## config.mk

```make
export PLATFORM = sky130hd
export DESIGN_NAME = mealy_out_packer_flat
export DESIGN_NICKNAME = d
export VERILOG_FILES = /design/src/rtl/mealy_out_packer_if.sv /design/src/rtl/mealy_out_packer.sv /design/src/flat_wrapper.sv
export SDC_FILE = /design/constraint.sdc
export NUM_CORES = 1
export LEC_CHECK = 0
export ABC_AREA = 1
export CORE_MARGIN = 2
export CORE_UTILIZATION = 55
export DETAILED_ROUTE_END_ITERATION = 10
export PLACE_DENSITY = 0.8
export SLEW_MARGIN = 40
export SYNTH_ARGS = -nofsm -noshare
export SYNTH_HDL_FRONTEND = slang
export SYNTH_SLANG_ARGS = --single-unit
```

## constraint.sdc

```tcl
create_clock -name clk -period 2.01 [get_ports clk]
set_input_delay 0.5025 -clock clk [delete_from_list [all_inputs] [get_ports clk]]
set_output_delay 0.5025 -clock clk [all_outputs]
set_load 0.03 [all_outputs]
```

## src/rtl/mealy_out_packer_if.sv

```systemverilog
// mealy_out_packer_if: serial bit input and packed-word valid/ready bundle for mealy_out_packer
interface mealy_out_packer_if #(parameter int WORD_W = 8);
  logic bit_in, bit_vld, flush, word_rdy;
  logic [2:0] state_in;
  logic [WORD_W-1:0] word_out;
  logic word_vld, word_partial, ovf;
  logic [2:0] word_tag;
  logic [$clog2(WORD_W+1)-1:0] bit_cnt;
  modport master (output bit_in, bit_vld, state_in, flush, word_rdy,
                  input word_out, word_vld, word_partial, word_tag, bit_cnt, ovf);
  modport slave (input bit_in, bit_vld, state_in, flush, word_rdy,
                 output word_out, word_vld, word_partial, word_tag, bit_cnt, ovf);
endinterface

```

## src/rtl/mealy_out_packer.sv

```systemverilog
// mealy_out_packer: packs the Mealy FSM bit stream into WORD_W-bit words (one output + one pending slot).
// Optional STATE_TAG_EN macro carries the state code of each word's first bit onto word_tag.
module mealy_out_packer #(
  parameter int WORD_W = 8,
  parameter bit MSB_FIRST = 1'b1
) (
  input logic clk,
  input logic rst_n,
  mealy_out_packer_if.slave io
);
  localparam int CW = $clog2(WORD_W+1);
  localparam logic [CW-1:0] W_C = CW'(WORD_W);
  typedef enum logic {FILL, PEND} state_t;
  state_t state_q, state_d;
  logic [WORD_W-1:0] sh_q, sh_d, sh_n, word_q, word_d, pend_q, pend_d, done_w;
  logic [CW-1:0] cnt_q, cnt_d, cnt_n;
  logic vld_q, vld_d, part_q, part_d, ppart_q, ppart_d, ovf_q, ovf_d;
  logic slot_free, acc, full, fl;
  always_comb begin
    slot_free = !vld_q || io.word_rdy;
    acc = io.bit_vld && (state_q == FILL || io.word_rdy);
    sh_n = MSB_FIRST ? {sh_q[WORD_W-2:0], io.bit_in} : {io.bit_in, sh_q[WORD_W-1:1]};
    sh_d = acc ? sh_n : sh_q;
    full = acc && state_q == FILL && cnt_q == W_C - 1'b1;
    fl = io.flush && state_q == FILL && cnt_q != '0 && !full;
    cnt_n = cnt_q + CW'(acc);
    // zero padding: push the received bits to the first-bit end of the word
    done_w = MSB_FIRST ? sh_d << (W_C - cnt_n) : sh_d >> (W_C - cnt_n);
    state_d = state_q;
    cnt_d = cnt_q;
    word_d = word_q;
    pend_d = pend_q;
    part_d = part_q;
    ppart_d = ppart_q;
    ovf_d = ovf_q;
    vld_d = vld_q && !io.word_rdy;
    if (state_q == FILL) begin
      cnt_d = cnt_n;
      if (full || fl) begin
        if (slot_free) begin
          word_d = done_w;
          part_d = fl;
          vld_d = 1'b1;
          cnt_d = '0;
        end else begin
          pend_d = done_w;
          ppart_d = fl;
          cnt_d = W_C;
          state_d = PEND;
        end
      end
    end else if (io.word_rdy) begin
      word_d = pend_q;
      part_d = ppart_q;
      vld_d = 1'b1;
      cnt_d = CW'(io.bit_vld);
      state_d = FILL;
    end else begin
      ovf_d = ovf_q || io.bit_vld;
    end
  end
  always_ff @(posedge clk or negedge rst_n) begin
    if (!rst_n) begin
      state_q <= FILL;
      sh_q <= '0;
      cnt_q <= '0;
      word_q <= '0;
      pend_q <= '0;
      vld_q <= 1'b0;
      part_q <= 1'b0;
      ppart_q <= 1'b0;
      ovf_q <= 1'b0;
    end else begin
      state_q <= state_d;
      sh_q <= sh_d;
      cnt_q <= cnt_d;
      word_q <= word_d;
      pend_q <= pend_d;
      vld_q <= vld_d;
      part_q <= part_d;
      ppart_q <= ppart_d;
      ovf_q <= ovf_d;
    end
  end
`ifdef STATE_TAG_EN
  logic [2:0] tag_q, tag_d, wtag_q, wtag_d, ptag_q, ptag_d;
  always_comb begin
    tag_d = (acc && (state_q == PEND || cnt_q == '0)) ? io.state_in : tag_q;
    wtag_d = wtag_q;
    ptag_d = ptag_q;
    if (state_q == FILL && (full || fl)) begin
      if (slot_free) wtag_d = tag_q;
      else ptag_d = tag_q;
    end else if (state_q == PEND && io.word_rdy) begin
      wtag_d = ptag_q;
    end
  end
  always_ff @(posedge clk or negedge rst_n) begin
    if (!rst_n) begin
      tag_q <= '0;
      wtag_q <= '0;
      ptag_q <= '0;
    end else begin
      tag_q <= tag_d;
      wtag_q <= wtag_d;
      ptag_q <= ptag_d;
    end
  end
  assign io.word_tag = wtag_q;
`else
  logic unused_state;
  assign unused_state = ^io.state_in;
  assign io.word_tag = 3'b000;
`endif
  assign io.word_out = word_q;
  assign io.word_vld = vld_q;
  assign io.word_partial = part_q;
  assign io.bit_cnt = cnt_q;
  assign io.ovf = ovf_q;
endmodule

```

## src/flat_wrapper.sv

```systemverilog
// flat-port wrapper written by rule: the top's interface ports become plain ports
module mealy_out_packer_flat 
#(
  parameter int WORD_W = 8,
  parameter bit MSB_FIRST = 1'b1
)
  (clk, rst_n, io_bit_in, io_bit_vld, io_state_in, io_flush, io_word_rdy, io_word_out, io_word_vld, io_word_partial, io_word_tag, io_bit_cnt, io_ovf);
  mealy_out_packer_if #(.WORD_W(WORD_W)) io_i ();
  input logic clk;
  input logic rst_n;
  input wire logic [$bits(io_i.bit_in)-1:0] io_bit_in;
  input wire logic [$bits(io_i.bit_vld)-1:0] io_bit_vld;
  input wire logic [$bits(io_i.state_in)-1:0] io_state_in;
  input wire logic [$bits(io_i.flush)-1:0] io_flush;
  input wire logic [$bits(io_i.word_rdy)-1:0] io_word_rdy;
  output wire logic [$bits(io_i.word_out)-1:0] io_word_out;
  output wire logic [$bits(io_i.word_vld)-1:0] io_word_vld;
  output wire logic [$bits(io_i.word_partial)-1:0] io_word_partial;
  output wire logic [$bits(io_i.word_tag)-1:0] io_word_tag;
  output wire logic [$bits(io_i.bit_cnt)-1:0] io_bit_cnt;
  output wire logic [$bits(io_i.ovf)-1:0] io_ovf;
  assign io_i.bit_in = io_bit_in;
  assign io_i.bit_vld = io_bit_vld;
  assign io_i.state_in = io_state_in;
  assign io_i.flush = io_flush;
  assign io_i.word_rdy = io_word_rdy;
  assign io_word_out = io_i.word_out;
  assign io_word_vld = io_i.word_vld;
  assign io_word_partial = io_i.word_partial;
  assign io_word_tag = io_i.word_tag;
  assign io_bit_cnt = io_i.bit_cnt;
  assign io_ovf = io_i.ovf;
  mealy_out_packer #(.WORD_W(WORD_W), .MSB_FIRST(MSB_FIRST)) u_core (.clk(clk), .rst_n(rst_n), .io(io_i));
endmodule
```

==> impl_metrics.ini <==
[drt]
drt.antenna.violating_nets = 0
routed_via_density = 5.25
drtPass1Iterations = 6
drt_drc_violations_left = 0
route.final.wire_length_mm = 5.06
routed_vias = 2025
post_drt_wl_per_cell_um = 13.1
drt_iter0_markers = 176

[worst_hold_path]
hold_class = flip-flop to flip-flop

[global_route]
initial_antenna_violation_count = 0
grt_start_max_net_pins = 34
gr-usage-all-layers_pct = 26.9
first_pass_grt_wire_length_mm = 8.58
first_global_vias = 1917
grt.overflow.total = 0

[cells_and_area]
drive_above_1_share_pct = 23.5
area_growth_pct = 31.2
finish.utilization_pct = 76.6
finish.net_count = 349
layout_common_cells = 112 x sky130_fd_sc_hd__nand2_1, 33 x sky130_fd_sc_hd__dfrtp_1, 29 x sky130_fd_sc_hd__buf_4
layout_commonest_cell = sky130_fd_sc_hd__nand2_1
antennaDiodeCount = 0
stdcell_count = 386

[logic_synthesis]
synth_area_mm2 = 0.00199
synth.top_cell.area_share_pct = 41.4
synthTopCellsByArea = sky130_fd_sc_hd__dfrtp_1 41%, sky130_fd_sc_hd__nand2_1 23%, sky130_fd_sc_hd__nand3_1 6.8%
post_synthesis_register_bit_count = 33
synth_warn = 0
synth.yosys.seq_area_share_pct = 41.4
postSynthAreaPerCell_um2 = 6.90
yosys.area.top_type = sky130_fd_sc_hd__dfrtp_1
netlist_instances = 289
count_of_different_cell_masters_after_synthesis = 26

[power_and_ir_drop]
power_leakage_nw = 1.47
p_per_area_mw_per_mm2 = 1800
peakVddDrop_v = 0.000899

[clock_network]
cts_tree = yes
clk-insertion-delay-late_ns = 0.36
clkTransAtPathRegs_ns = 0.11
cts_inserted_buffers = 5
cts.sink_count = 33
cts_hold_buf = 0
clockRootBuffer = sky130_fd_sc_hd__clkbuf_4
cts.path.max_buffers = 2
h-tree-depth = 2

[setup_path]
critPathBufInv = 1
crit_path_cell_trace = clkdlybuf4s50_1
worstPathArrival_ns = 1.48
critPathKind = flip-flop to output port
critical-path-slowest-cell = sky130_fd_sc_hd__clkdlybuf4s50_1
endpoint_kind = output port
timing.critical_path.required_ns = 1.51
reg2reg_setup_slack_ns = 0.09
crit_fanout = 4
slowest_delay_ns = 0.69
setup.worst_path.start_class = flip-flop
crit_family = buffers and inverters

[placement]
dp_cells = 374
place.detailed.hpwl_mm = 3.08
globalplace.congestion = 0.905
place.port_buffers = 20

[timing]
max_freq_ghz = 0.504
crit_path_time_final_ns = 1.99
grt_setup_unrepaired = yes
setup-violations-final = 0
final-max-slew-violation-count = 0
final_min_period_over_clock_period_pct = 98.8
hold_viol = 0
clock-skew-final_ns = 0.0173
finalSetupTns_ns = 0
holdWs_ns = 0.482

[floorplanning]
start_util_pct = 58.4
core_mm2 = 0.00342
num_rows = 21
die-width_um = 64.2
fp.dieH_um = 64.2
floorplan.io_pins = 27
die_area_mm2 = 0.00412

[job]
drv.max_cap_violation_count = 0

[status]
outcome = complete, no violations
-- routing by layer --
metal	share of wire [%]	track usage [%]	vias to the layer above	wire length (µm)
li1	-	-	997	-
met1	40	32.7	920	2030
met2	50	45.3	82	2510
met3	6.4	6.51	26	325
met4	3.8	11.7	0	191
met5	0	0	-	0
-- flip-flops by register name, indices dropped and copies added (netlist names) --
register	count
u_core.io.ovf	1
u_core.pend_q	8
u_core.state_q	1
u_core.ppart_q	1
u_core.io.word_vld	1
u_core.io.bit_cnt	4
u_core.io.word_out	8
u_core.io.word_partial	1
u_core.sh_q	8
-- area by class of cell --
cell class,count,area [µm²]
fill,254,801
multi-input combinational,217,1070
inverter,30,113
timing repair buffer,52,467
sequential,33,826
tap,46,57.6
clock buffer,7,55.1
clock inverter,1,30.0
-- power breakdown --
part / switching, mW / internal [mW] / total, mW
clock: 0.234 / 0.297 / 0.531
sequential: 0.161 / 0.942 / 1.10
combinational: 1.87 / 1.19 / 3.07
total: 2.27 / 2.43 / 4.70
-- cell usage after synthesis, drive strengths merged --
cell and number:
buf 11, a31o 1, inv 30, a21oi 5, nand3 28, nand4 4, conb 1, ha 1
o22ai 2, o21ai 10, a31oi 1, a21boi 2, nor2 27, xnor2 1, nand2 131, dfrtp 33
nand3b 1
-- repair_timing --
item                       CTS  global route
pin swaps                   13             5
gates resized for setup     21            12
setup buffers                3             1
setup endpoints to repair   17            10
-- through the flow --
stage | worst slack [ns] | instance area, µm² | power, mW
after CTS | 0.0228 | 2560 | 4.48
final | 0.0246 | 2620 | 4.70
after detailed placement | -0.480 | 2390 | 3.77
after global routing | -0.0303 | 2620 | 5.06
after floorplan | 0.0334 | 2000 | 2.90
after global placement | -0.427 | 2390 | 3.70
-- final timing paths --
kind,from,end,cells after the start
worst min-delay path,u_core.io.word_out[5]$_DFFE_PN0P_,u_core.io.word_out[5]$_DFFE_PN0P_,2
worst min register to register,u_core.io.word_out[5]$_DFFE_PN0P_,u_core.io.word_out[5]$_DFFE_PN0P_,2
max in group asynchronous,rst_n,u_core.io.word_out[5]$_DFFE_PN0P_,2
worst max register to register,u_core.io.bit_cnt[0]$_DFFE_PN0N_,u_core.pend_q[7]$_DFFE_PN0P_,14
min in group asynchronous,rst_n,u_core.io.ovf$_DFFE_PN0P_,2
worst max-delay path,u_core.io.bit_cnt[1]$_DFFE_PN0N_,io_bit_cnt[1],1
-- kinds of logic (layout without fill, tap and decap cells) --
group / after synthesis / count (layout) / share of synthesized area [%]
compound gates: 21 / 21 / 5.90
fa+ha+maj: 1 / 1 / 0.628
buf+inv: 41 / 90 / 9.98
other cells: 1 / 3 / 0.188
simple gates: 191 / 191 / 41.4
flops: 33 / 33 / 41.4
xor+xnor: 1 / 1 / 0.440
No activity file was read; power rests on OpenSTA's default activity.
